<file path="src/rtl/router_sequencer.sv">
// Controller-side initiator for the Router: stores a 1-16 byte burst into
// consecutive Router slots, then forwards it back out to a downstream strobe.
module router_sequencer #(
  parameter int RX_TIMEOUT = 4
) (
  input  logic       clk,
  input  logic       rst,
  input  logic       start,
  input  logic [3:0] base_addr,
  input  logic [3:0] count,
  input  logic [7:0] src_data,
  input  logic       src_valid,
  output logic       src_ready,
  output logic [7:0] dp_bus,
  output logic [3:0] inAddr,
  output logic [3:0] outAddr,
  output logic       st_router,
  output logic       fw_router,
  input  logic       acknowledge,
  input  logic       received,
  input  logic [7:0] r_out,
  output logic [7:0] dst_data,
  output logic       dst_valid,
  output logic       busy,
  output logic       done,
  output logic       error
);

  localparam int TW = (RX_TIMEOUT > 1) ? $clog2(RX_TIMEOUT) : 1;

  typedef enum logic [2:0] {IDLE, STORE, ST_WAIT, FWD, FWD_CAP, DONE, ERR} state_t;

  state_t          state_q, state_d;
  logic [3:0]      base_q, base_d;
  logic [4:0]      len_q, len_d;
  logic [4:0]      idx_q, idx_d;
  logic [TW-1:0]   wait_q, wait_d;
  logic [7:0]      dp_bus_q, dp_bus_d;
  logic [3:0]      in_addr_q, in_addr_d;
  logic [3:0]      out_addr_q, out_addr_d;
  logic            st_router_q, st_router_d;
  logic            fw_router_q, fw_router_d;
  logic [7:0]      dst_data_q, dst_data_d;
  logic            dst_valid_q, dst_valid_d;
  logic            busy_q, busy_d;
  logic            done_q, done_d;
  logic            error_q, error_d;

  always_comb begin
    state_d     = state_q;
    base_d      = base_q;
    len_d       = len_q;
    idx_d       = idx_q;
    wait_d      = wait_q;
    dp_bus_d    = dp_bus_q;
    in_addr_d   = in_addr_q;
    out_addr_d  = out_addr_q;
    dst_data_d  = dst_data_q;
    error_d     = error_q;
    st_router_d = 1'b0;
    fw_router_d = 1'b0;
    dst_valid_d = 1'b0;
    done_d      = 1'b0;
    case (state_q)
      IDLE: if (start && acknowledge) begin
        state_d = STORE;
        base_d  = base_addr;
        len_d   = (count == 4'd0) ? 5'd16 : {1'b0, count};
        idx_d   = 5'd0;
        error_d = 1'b0;
      end
      STORE: if (src_valid) begin
        dp_bus_d    = src_data;
        in_addr_d   = base_q + idx_q[3:0];
        st_router_d = 1'b1;
        wait_d      = '0;
        state_d     = ST_WAIT;
      end
      ST_WAIT: begin
        if (received) begin
          if (idx_q + 5'd1 == len_q) begin
            idx_d       = 5'd0;
            out_addr_d  = base_q;
            fw_router_d = 1'b1;
            state_d     = FWD;
          end else begin
            idx_d   = idx_q + 5'd1;
            state_d = STORE;
          end
        end else if (wait_q == TW'(RX_TIMEOUT - 1)) begin
          error_d = 1'b1;
          state_d = ERR;
        end else begin
          wait_d = wait_q + 1'b1;
        end
      end
      FWD: state_d = FWD_CAP;
      FWD_CAP: begin
        // r_out reflects the slot requested by the previous cycle's fw_router
        dst_data_d  = r_out;
        dst_valid_d = 1'b1;
        idx_d       = idx_q + 5'd1;
        if (idx_q + 5'd1 < len_q) begin
          out_addr_d  = base_q + idx_q[3:0] + 4'd1;
          fw_router_d = 1'b1;
          state_d     = FWD;
        end else begin
          done_d  = 1'b1;
          state_d = DONE;
        end
      end
      DONE:    state_d = IDLE;
      ERR:     state_d = IDLE;
      default: state_d = IDLE;
    endcase
    busy_d = (state_d != IDLE);
  end

  always_ff @(posedge clk) begin
    if (rst) begin
      state_q     <= IDLE;
      base_q      <= '0;
      len_q       <= '0;
      idx_q       <= '0;
      wait_q      <= '0;
      dp_bus_q    <= '0;
      in_addr_q   <= '0;
      out_addr_q  <= '0;
      st_router_q <= 1'b0;
      fw_router_q <= 1'b0;
      dst_data_q  <= '0;
      dst_valid_q <= 1'b0;
      busy_q      <= 1'b0;
      done_q      <= 1'b0;
      error_q     <= 1'b0;
    end else begin
      state_q     <= state_d;
      base_q      <= base_d;
      len_q       <= len_d;
      idx_q       <= idx_d;
      wait_q      <= wait_d;
      dp_bus_q    <= dp_bus_d;
      in_addr_q   <= in_addr_d;
      out_addr_q  <= out_addr_d;
      st_router_q <= st_router_d;
      fw_router_q <= fw_router_d;
      dst_data_q  <= dst_data_d;
      dst_valid_q <= dst_valid_d;
      busy_q      <= busy_d;
      done_q      <= done_d;
      error_q     <= error_d;
    end
  end

  assign src_ready = (state_q == STORE);
  assign dp_bus    = dp_bus_q;
  assign inAddr    = in_addr_q;
  assign outAddr   = out_addr_q;
  assign st_router = st_router_q;
  assign fw_router = fw_router_q;
  assign dst_data  = dst_data_q;
  assign dst_valid = dst_valid_q;
  assign busy      = busy_q;
  assign done      = done_q;
  assign error     = error_q;

endmodule

</file>
<file path="config.mk">
export PLATFORM = sky130hd
export DESIGN_NAME = router_sequencer
export DESIGN_NICKNAME = d
export VERILOG_FILES = /design/src/rtl/router_sequencer.sv
export SDC_FILE = /design/constraint.sdc
export NUM_CORES = 1
export LEC_CHECK = 0
export CAP_MARGIN = 20
export CORE_ASPECT_RATIO = 0.9
export CORE_UTILIZATION = 50
export CTS_BUF_LIST = sky130_fd_sc_hd__clkbuf_8
export DETAILED_ROUTE_END_ITERATION = 8
export GPL_TIMING_DRIVEN = 0
export HOLD_SLACK_MARGIN = 0.15
export PLACE_DENSITY = 0.88
export SKIP_CTS_REPAIR_TIMING = 1
export SYNTH_ARGS = -nofsm -noshare
export SYNTH_HDL_FRONTEND = slang
export SYNTH_SLANG_ARGS = --single-unit
</file>
<file path="constraint.sdc">
create_clock -name clk -period 2.9 [get_ports clk]
set_input_delay 0.58 -clock clk [delete_from_list [all_inputs] [get_ports clk]]
set_output_delay 0.58 -clock clk [all_outputs]
set_load 0.005 [all_outputs]
</file>
* Word level (Yosys, flattened, before mapping)
Cells that the tools add are included.
Cells by class: multiplexer cells 31, magnitude comparators 1, bitwise gates (word level) 2, add/sub/neg operators 4, reductions and logical operators 16, eq/ne operators 14
Operator list (number):
- 5-bit two-way mux | 4
- 2-bit inequality test, second input constant | 8
- 3-bit two-way mux | 5
- 3-bit one-hot mux with 5 select lines | 1
- 5-bit one-hot mux with 3 select lines | 1
- 4-bit two-way mux | 3
- 4-bit AND reduction | 3
- 1-bit two-way mux | 9
- 2-bit two-way mux | 4
- 4-bit one-hot mux with 2 select lines | 1
- 3-bit by 2-bit == test with 1-bit output, second input constant | 2
- 2-bit nonzero test | 3
- 3-bit nonzero test | 2
- 5-bit by 1-bit adder with 5-bit output, second input constant | 1
- 5-bit == test | 1
- 5-bit less-than comparator | 1
- 4-bit by 1-bit adder with 4-bit output, second input constant | 1
- 4-bit adder | 1
- 4-bit zero test | 1
- 1-bit one-hot mux with 2 select lines | 2
- 2-bit one-hot mux with 2 select lines | 1
- 2-bit AND reduction | 2
- 2-bit OR reduction | 2
- 3-bit by 1-bit == test with 1-bit output, second input constant | 1
- other kinds (7) | 8
Word-level totals: output and inout bits 31, bits in registers 49, logic and storage cells 83

* Longest topological paths before layout
depth in word-level cells 6, depth in mapped cells 9, depth with buffers taken out 9

* Worst setup path before layout
OpenSTA, ideal clock, no wires.
kind register to register, start reg idx_q[1], end reg busy_q (netlist: busy), stages on the path, launching flop included 10, arrival time 2193 ps, path slack 587 ps, clock period less this slack 2313 ps, cells stage by stage dfxtp_1 ha_1 nand3_1 xnor2_1 ha_1 and3_1 and4_2 a31oi_4 a221oi_2 a211o_1
Between the ends: cells in the longest elaborated chain, start to end 6, elaborated cells between the ends (all ways) 8, classes of those cells 1 x add/sub; 1 x order compare; 1 x eq/ne; 4 x mux; 1 x reduce/logical
Ends and longest elaborated chain:
- start, declared | line 36 | logic [4:0] idx_q, idx_d;
- start signal, assigned | line 140 | idx_q <= idx_d;
- 5-bit by 1-bit adder with 5-bit output (*) | line 81, 103
- parallel branches: the longest is 3 deep, another holds 5-bit less-than comparator
- 3-bit one-hot mux with 5 select lines (*) | line 64 | case (state_q)
- 3-bit nonzero test (*) | line 116 | busy_d = (state_d != IDLE);
- end signal, assigned | line 149 | busy_q <= busy_d;
- end, declared | line 45 | logic busy_q, busy_d;
Every way passes the cells marked *. A chain may end at the register's enable or synchronous reset.

* Worst setup path after layout
Ends and elaborated chain as after synthesis.

==> metrics <==
GR Layer Usage met2=0.3843; CP max stage cell=dfxtp_1; chip height=between 60 and 70 um; period utilization=0.9093; die area=about 4800 um^2; worst-path cell chain=ha_1, nand3_1, xnor2_1, ha_1, and3_1, and4_2, a31oi_4, a221oi_2, a211o_1; primary flip-flop cell chosen by synthesis mapping=dfxtp_1; Compound-Gate Fraction of Synth Area=0.1595; CTS tree=built; M1 GR Usage=0.2849; Overall Power=1.430 mW; Port Buffer Count=around 60; detailed placer's ending HPWL=between 3000 and 4000 um; RD Place Congestion=0.8934; CTS max path bufs=2; Yosys Warn Count=0; largest family of logic cells by synthesized area=simple AND/OR/NAND/NOR gates; I/O pin cnt=just over 60; Max-cap violations=0; CTS Buf Count=5; syn avg cell area=8.991 um^2; # diodes=0; XOR/XNOR Fraction of Synth Area=0.03080; final setup skew=0.007266 ns; worst hold path class=reg -> reg; largest net degree at the start of global routing=16; crit path time final=~2.6 ns; Final Max Tran Viols=0; initial core utilization=0.5401; Synth Instances=253; Max VDD drop=0.0004399 V; share of layout cells above drive strength 1=0.08750; Pwr Density=465.3 nW/um^2; GRT Total Usage=0.2231; drt pass-1 iters=4; reg2reg end=busy$_SDFF_PP0_; initial antenna violation count=0; Setup CP Type=reg -> reg; R2R Setup Slk=0.26 ns; multiplexer area fraction after synthesis=0.05776; crit end category=flip-flop; Clock Sinks=49; Synth Area in Adders=0.06931; Placeable Area=4212 um^2; register bit total from synthesis=49; status=completed; Routed WL per cell=~13 um; vias in the first global route=1871; post-synthesis simple-gate area fraction=0.2085; EDFF count, synth=0; placement-stage cell area=2940 um^2; H-tree depth=2; Min-Delay Startpoint=dp_bus[4]$_SDFFE_PP0P_; dpl ws=0.3226 ns; RSZ-0062 raised after global routing=false; CP Max Fanout=8; async set-reset flop share out of synthesis=0; Syn-to-layout area delta=35.15%; routed vias/inst=a little over 5; slew at the pin with the worst max-slew slack=approximately 0.53 ns; clk root buf=clkbuf_8; startpoint types=flip-flop; Slew Limit Headroom=0.6428; Row Count=22; GRT overflow=0; worst reg2reg path depth=9; first-pass GRT wire length=8293 um; Seq/Total Area, Yosys=0.4312; gr busiest metal=met2; GR Layer Usage met3=0.04268; fin cells=380; antenna viol nets, final=0; Setup-failing EPs final=0; Sum Neg Setup Slack=0 ns; Die Wd=~73 um; final WL=4977 um; Worst-Skew Late Latency=0.29 ns; Static Leakage=between 1 and 1.5 nW; Crit path top cell by count=ha_1; cell total after placement=372; RR Startpoint=idx_q[1]$_SDFFE_PP0P_; syn_nets=295; count of final hold-check violations=0; Yosys cell types=46; final setup margin=0.2630 ns; Layout Utilization=0.7299; maximum clock frequency=between 300 and 400 MHz; delay of the slowest cell on the worst path=0.45 ns; DR iter-0 viols=93; cell area after synthesis=2275 um^2; hold endpoint=dp_bus[4]$_SDFFE_PP0P_; DRC Markers=0; Arr. time, crit path=2.83 ns; WHS=0.4579 ns; routed vias=1965; critical path required time=3.09 ns; Final Cell Area=slightly above 3000 um^2; hold-critical path depth=2; nets=361; CTS clk-pin slew, worst paths=0.09 ns
-- synthesized netlist by cell type (all sizes together) (3+ instances only) --
master | n | area share
dfxtp | 49 | 0.43
nand2 | 46 | 0.076
a21oi | 26 | 0.064
nor2 | 25 | 0.045
mux2i | 12 | 0.053
ha | 11 | 0.061
buf | 8 | 0.023
nand3 | 7 | 0.015
clkbuf | 6 | 0.0099
inv | 6 | 0.0099
nor3 | 5 | 0.011
o21ai | 5 | 0.013
xnor2 | 5 | 0.019
a21o | 4 | 0.013
a221oi | 3 | 0.017
a22o | 3 | 0.012
nand2b | 3 | 0.0083
nor2b | 3 | 0.0083
xor2 | 3 | 0.012
-- logic make-up (layout without fill, tap and decap cells) --
kind of cell               Yosys count  in the layout
buffers and inverters               20             87
muxes                               13             13
xor gates and xnor gates             8              8
adders and majority gates           12             12
and+or+nand+nor                    101            101
DFF                                 49             49
AOI/OAI and AO/OA                   50             50
-- area by class of cell --
type                            instances  area, um^2
Timing Repair Buffer                   59       590.6
Inverter                                6       22.52
Sequential cell                        49       980.9
Clock buffer                            5       68.82
Multi-Input combinational cell        184        1196
Fill cell                             342        1137
Buffer                                 14       75.07
Clock inverter                          3       65.06
Tap cell                               60       75.07
-- how the worst max path moves through the flow --
stage	startpoint	end	slack, ns
finish	idx_q[1]$_SDFFE_PP0P_	busy$_SDFF_PP0_	0.26
global route	idx_q[1]$_SDFFE_PP0P_	busy$_SDFF_PP0_	0.14
CTS	idx_q[1]$_SDFFE_PP0P_	busy$_SDFF_PP0_	0.25
detailed placement	idx_q[1]$_SDFFE_PP0P_	busy$_SDFF_PP0_	0.32
global placement	idx_q[1]$_SDFFE_PP0P_	busy$_SDFF_PP0_	0.35
floorplan	idx_q[1]$_SDFFE_PP0P_	busy$_SDFF_PP0_	0.59
-- sequential cells by signal (all words and copies together), names as in the netlist, 2 cells and up --
signal	flops
state_q	3
inAddr	4
base_q	4
dp_bus	8
outAddr	4
len_q	5
idx_q	5
dst_data	8
wait_q	2
-- worst max-delay path: cells and delay by family (launching register included) --
| kind | cells | cell delay, ns |
|---|---|---|
| flops | 1 | 0.45 |
| simple gates | 3 | 0.63 |
| fa+ha+maj | 2 | 0.61 |
| xor+xnor | 1 | 0.23 |
| compound gates | 3 | 0.62 |
-- report_power, final --
part / total, mW / internal, mW / switching (mW)
Clock: 0.562 / 0.342 / 0.219
Combinational: 0.169 / 0.0910 / 0.0777
Sequential: 0.700 / 0.689 / 0.0107
-- layer usage --
metal,share of wire,vias to the layer above
li1,-,999
met5,0,-
met2,0.46,59
met1,0.47,903
met3,0.056,4
met4,0.0076,0
-- cell usage in the layout (no fill, tap or decap), types with 2 or more instances in the layout --
cell,n
bufinv_16,2
nor3_1,5
nor2b_1,3
a22o_1,3
o21ai_0,3
xor2_1,3
clkdlybuf4s50_1,59
ha_1,11
nand3_1,7
a21o_1,4
and2_1,2
clkbuf_1,6
a211o_1,2
clkbuf_8,5
nand2_1,46
xnor2_1,5
buf_4,5
buf_2,3
nand2b_1,3
nor2_1,24
a221oi_2,2
inv_1,6
dfxtp_1,49
a21oi_1,24
nor4_1,2
mux2i_1,12
(Power assumes the default switching activity.)
==> edit 1, RTL diff (same flow settings) <==
Reset style: asynchronous (`rst`), changed in one clocked block.
--- a/src/rtl/router_sequencer.sv
+++ b/src/rtl/router_sequencer.sv
@@ -117,5 +117,5 @@
   end
 
-  always_ff @(posedge clk) begin
+  always_ff @(posedge clk or posedge rst) begin
     if (rst) begin
       state_q     <= IDLE;
Formal check against the unedited RTL: differs if rst is asserted again (counterexample within 4 cycles, from zero or initial values and one cycle with rst high); with rst held inactive, the same outputs for 10 cycles.
==> edit 1 against the unedited design <==
Sequential share of layout area grew 8.3 points; setup slack got worse by 0.12 ns; synthesized area fell by 0.28%; critical endpoint is now busy; largest cell class is now registers; design area down 0.77%; die area is 0.26% lower; sequential cell count stayed put; wire length down 7.2%; critical path type unchanged; first-iteration DRC count up 30%.
Power is not compared: it rests on default switching activity, and its combinational part moved more than twofold at a synthesized area within 25%.
==> edit 1: results <==
set metrics [dict create \
    n_all_inverters 10 \
    grtUsageMet2_pct 34.8 \
    antenna_cells 0 \
    async_flop_share_pct 100 \
    place_inst 324 \
    met1_usage_pct 28.6 \
    final-nonclk-buf-share_pct 21.1 \
    portBuffers 60 \
    antenna_found_initial 0 \
    clk_share_pct 2.83 \
    multi_input_area_share_pct 32.2 \
    cts-htree-levels 2 \
    drt_drc_violations_left 0 \
    track_usage_pct 22.4 \
    status "finished, final reports clean" \
    grt_pass1_vias 1734 \
    synth_warnings 0 \
    fill_cells 307 \
    routedWlPerCell_um 13.9 \
    crit_family "simple AND/OR/NAND/NOR gates" \
    ys_seq_elements 49 \
    synth_seq_area_share_pct 54.1 \
    crit_slowest_cell "or4_1" \
    hpwl_um 3520 \
    wl_met2_um 2180 \
    cpPeakStageDelay_ns 0.52 \
    firstDrtPassIters 4 \
    routabilityCongestion 0.821 \
    grt_max_degree 28 \
    nets 313 \
    buffers_excl_clock 66 \
    vdd_ir_drop_max_mv 0.677 \
    path_clk_slew_ns 0.09 \
    avgSynthCellArea_um2 11.2 \
    final.setup.tns_ns 0 \
    crit_arrival_ns 2.94 \
    grt_pass1_wl_um 8010 \
    syn_nets 245 \
    routed_via_density 5.22 \
    regArea_mm2 0.00123 \
    synth_area_leaders "dfrtp_1 (54%), mux2_2 (9.4%), nand2_1 (7.3%)" \
    met3_usage_pct 5.49 \
    clk_latency_ns 0.31 \
    cts_buffer_depth 2 \
    drive_above_1_share_pct 15.8 \
    multi_input_cells 139 \
    clock_buffers 5 \
    crit_type "reg2reg" \
    dr_wl_met3_um 211 \
    synth_cell_types 39 \
    cp_max_fo 7 \
    hp-class "reg2reg" \
    wl_met1_um 2090 \
    reg2reg_from "idx_q[1]" \
    hp-start "dp_bus[2]" \
    drt_iter0_drc 121 \
    synthTopCellsByCount "dfrtp_1 (49), nand2_1 (44), mux2_2 (19)" \
    tightest_slew_ns 0.502 \
    layoutNonFillerInstCount 332 \
    fin_skew_ns 0.00512 \
]
==> edit 1: cell types whose count changed after synthesis, moves of 3 or more <==
| cell | change |
|---|---|
| dfrtp_1 | +49 |
| a21o_1 | -3 |
| inv_1 | +3 |
| mux2_2 | +18 |
| nor2_1 | -18 |
| buf_4 | -5 |
| a21oi_1 | -19 |
| nor3_1 | -5 |
| o21ai_0 | +6 |
| mux2i_1 | -12 |
| clkbuf_1 | -5 |
| dfxtp_1 | -49 |
==> edit 1: final timing paths <==
| kind | to | slack (ns) | depth (start not counted) |
|---|---|---|---|
| worst max-delay path | busy | 0.14 | 9 |
| worst min-delay path | dp_bus[2] | 0.48 | 2 |
| worst max register to register | busy | 0.14 | 9 |
| worst min register to register | dp_bus[2] | 0.48 | 2 |
| max in group asynchronous | wait_q[0] | 1.78 | 3 |
| min in group asynchronous | dst_data[1] | 0.60 | 2 |
==> edit 1: cell families (layout without fill, tap and decap cells) <==
family / after synthesis / in the layout / share of synthesized area, %
DFF: 49 / 49 / 54.1
adders and majority gates: 12 / 12 / 6.95
AOI/OAI and AO/OA: 28 / 28 / 8.44
and+or+nand+nor: 73 / 73 / 15.1
muxes: 19 / 19 / 9.43
xor gates and xnor gates: 7 / 7 / 3.31
buffers and inverters: 15 / 84 / 2.70
==> edit 1: report_power, final <==
part           internal, uW  switching [uW]  total (uW)
clock                   167             230         397
combinational           829             614        1440
sequential              965             189        1150
==> edit 1: stage by stage <==
stage | area (um^2) | setup WS (ns)
after floorplan | 2270 | 0.341
after global placement | 2940 | 0.188
after detailed placement | 2960 | 0.150
after CTS | 3050 | 0.148
after global routing | 3050 | 0.0216
final | 3050 | 0.144
==> edit 1: tightest hold or removal path, cell delays in order, from the launching register on <==
cell     delay (ns)
dfrtp_1        0.35
nand2_1        0.05
nand2_1        0.06
==> edit 2, RTL diff (config.mk and constraints unchanged) <==
Without the edit above. Set the parameter `RX_TIMEOUT` to 8 (it was 4).
--- a/src/rtl/router_sequencer.sv
+++ b/src/rtl/router_sequencer.sv
@@ -2,5 +2,5 @@
 // consecutive Router slots, then forwards it back out to a downstream strobe.
 module router_sequencer #(
-  parameter int RX_TIMEOUT = 4
+  parameter int RX_TIMEOUT = 8
 ) (
   input  logic       clk,
Function: changed (Yosys sat finds a counterexample within 10 cycles, from zero or initial values and one cycle with rst high).
==> edit 2 against the unedited design <==
Wire length is 17% higher; worst hold slack better by 0.0024 ns; setup slack improved by 0.055 ns; synthesized area up 3.5%; clock skew increased by 0.0016 ns; design area grew 1.3%; sequential cell count is 1 higher; power shrank 9.0%; largest power group unchanged.
==> edit 2: results <==
set metrics [dict create \
    holdPathStages 2 \
    track_usage_pct 25.8 \
    dpl_cell_area_mm2 0.00302 \
    grt_pass1_vias 2116 \
    vdd_ir_drop_max_mv 0.369 \
    fin_skew_ns 0.00883 \
    layoutNonFillerInstCount 395 \
    hp-class "reg2reg" \
    clk_latency_ns 0.31 \
    synth_cell_types 49 \
    holdWs_ns 0.460 \
    r2r-end "busy" \
    hpwl_um 4270 \
    synth_area_leaders "dfxtp_1 (43%), nand2_1 (8.4%), a21oi_1 (6.4%)" \
    synth_seq_area_share_pct 42.5 \
    async_flop_share_pct 0 \
    utilization_pct 69.3 \
    place_inst 387 \
    cts-htree-levels 2 \
    grt_pass1_wl_um 9650 \
    routabilityCongestion 0.855 \
    synthTopCellsByCount "nand2_1 (53), dfxtp_1 (50), a21oi_1 (30)" \
    portBuffers 59 \
    antenna_cells 0 \
    cp_max_fo 5 \
    crit_family "simple AND/OR/NAND/NOR gates" \
    cts_buffer_depth 2 \
    tightest_slew_ns 0.602 \
    syn_nets 309 \
    routed_via_density 5.34 \
    fill_cells 358 \
    drive_above_1_share_pct 8.41 \
    path_clk_slew_ns 0.10 \
    reg2reg_from "idx_q[1]" \
    antenna_found_initial 0 \
    drt_iter0_drc 146 \
    pre_cts_ws_ns 0.383 \
    r2r_setup_slack_ns 0.32 \
    cpPeakStageDelay_ns 0.45 \
    cts_buffers 5 \
    routedWlPerCell_um 14.7 \
    synth_warnings 0 \
    grt_max_degree 17 \
    cts_root_buf "clkbuf_8" \
    p_leak_uw 0.00119 \
    nets 375 \
    reg2reg_depth 9 \
    crit_slowest_cell "dfxtp_1" \
    hp-start "dp_bus[2]" \
    crit_arrival_ns 2.79 \
    firstDrtPassIters 4 \
    syn_inst 266 \
    status "finished, final reports clean" \
    synth_top_area_share_pct 42.5 \
    worstHoldEndpoint "dp_bus[2]" \
]
==> edit 2: where the power goes <==
part           leakage, uW  total, uW  switching, uW  internal, uW
logic             0.000742        171           80.6          89.9
registers         0.000405        711           9.29           702
clock network    0.0000441        420            250           170
==> edit 2: worst register-to-register path, delay by kind of cell, from the launching register on <==
family / cells / cell delay [ns]
DFF: 1 / 0.45
adders and majority gates: 2 / 0.62
and+or+nand+nor: 3 / 0.71
AOI/OAI and AO/OA: 3 / 0.54
xor gates and xnor gates: 1 / 0.17
==> edit 2: worst max-delay path by stage <==
| stage | start | endpoint | slack (ns) |
|---|---|---|---|
| 3_3_place_gp | idx_q[1] | busy | 0.45 |
| 3_5_place_dp | idx_q[1] | busy | 0.38 |
| 4_1_cts | idx_q[1] | busy | 0.34 |
| 5_1_grt | idx_q[1] | outAddr[3] | 0.12 |
| 6_report | idx_q[1] | busy | 0.32 |
| 2_1_floorplan | idx_q[1] | busy | 0.73 |
==> edit 2: layout make-up <==
cell class | instances | share of cell area, %
clock inverter | 3 | 0.683
timing repair buffer | 59 | 19.0
buffer | 14 | 2.69
tap | 62 | 2.49
clock buffer | 5 | 2.21
sequential | 50 | 32.2
inverter | 5 | 0.603
multi-input combinational | 197 | 40.2
==> edit 2: routing by layer <==
metal	vias up	wire (um)	GRT usage, %
met5	-	0	0
met4	0	97	8.49
met3	9	432	7.41
met2	71	2870	42.3
met1	992	2420	32.6
li1	1038	-	-
==> edit 2: kinds of logic (layout without fill, tap and decap cells) <==
logic type	Yosys count	in the layout	share of synthesized area [%]
flip-flops	50	50	42.5
adder cells (fa/ha/maj)	13	13	7.23
multiplexers	10	10	4.25
buffers and inverters	19	86	4.36
XOR/XNOR	8	8	3.61
AND/OR/NAND/NOR	117	117	24.4
AO/OA/AOI/OAI	49	49	13.6
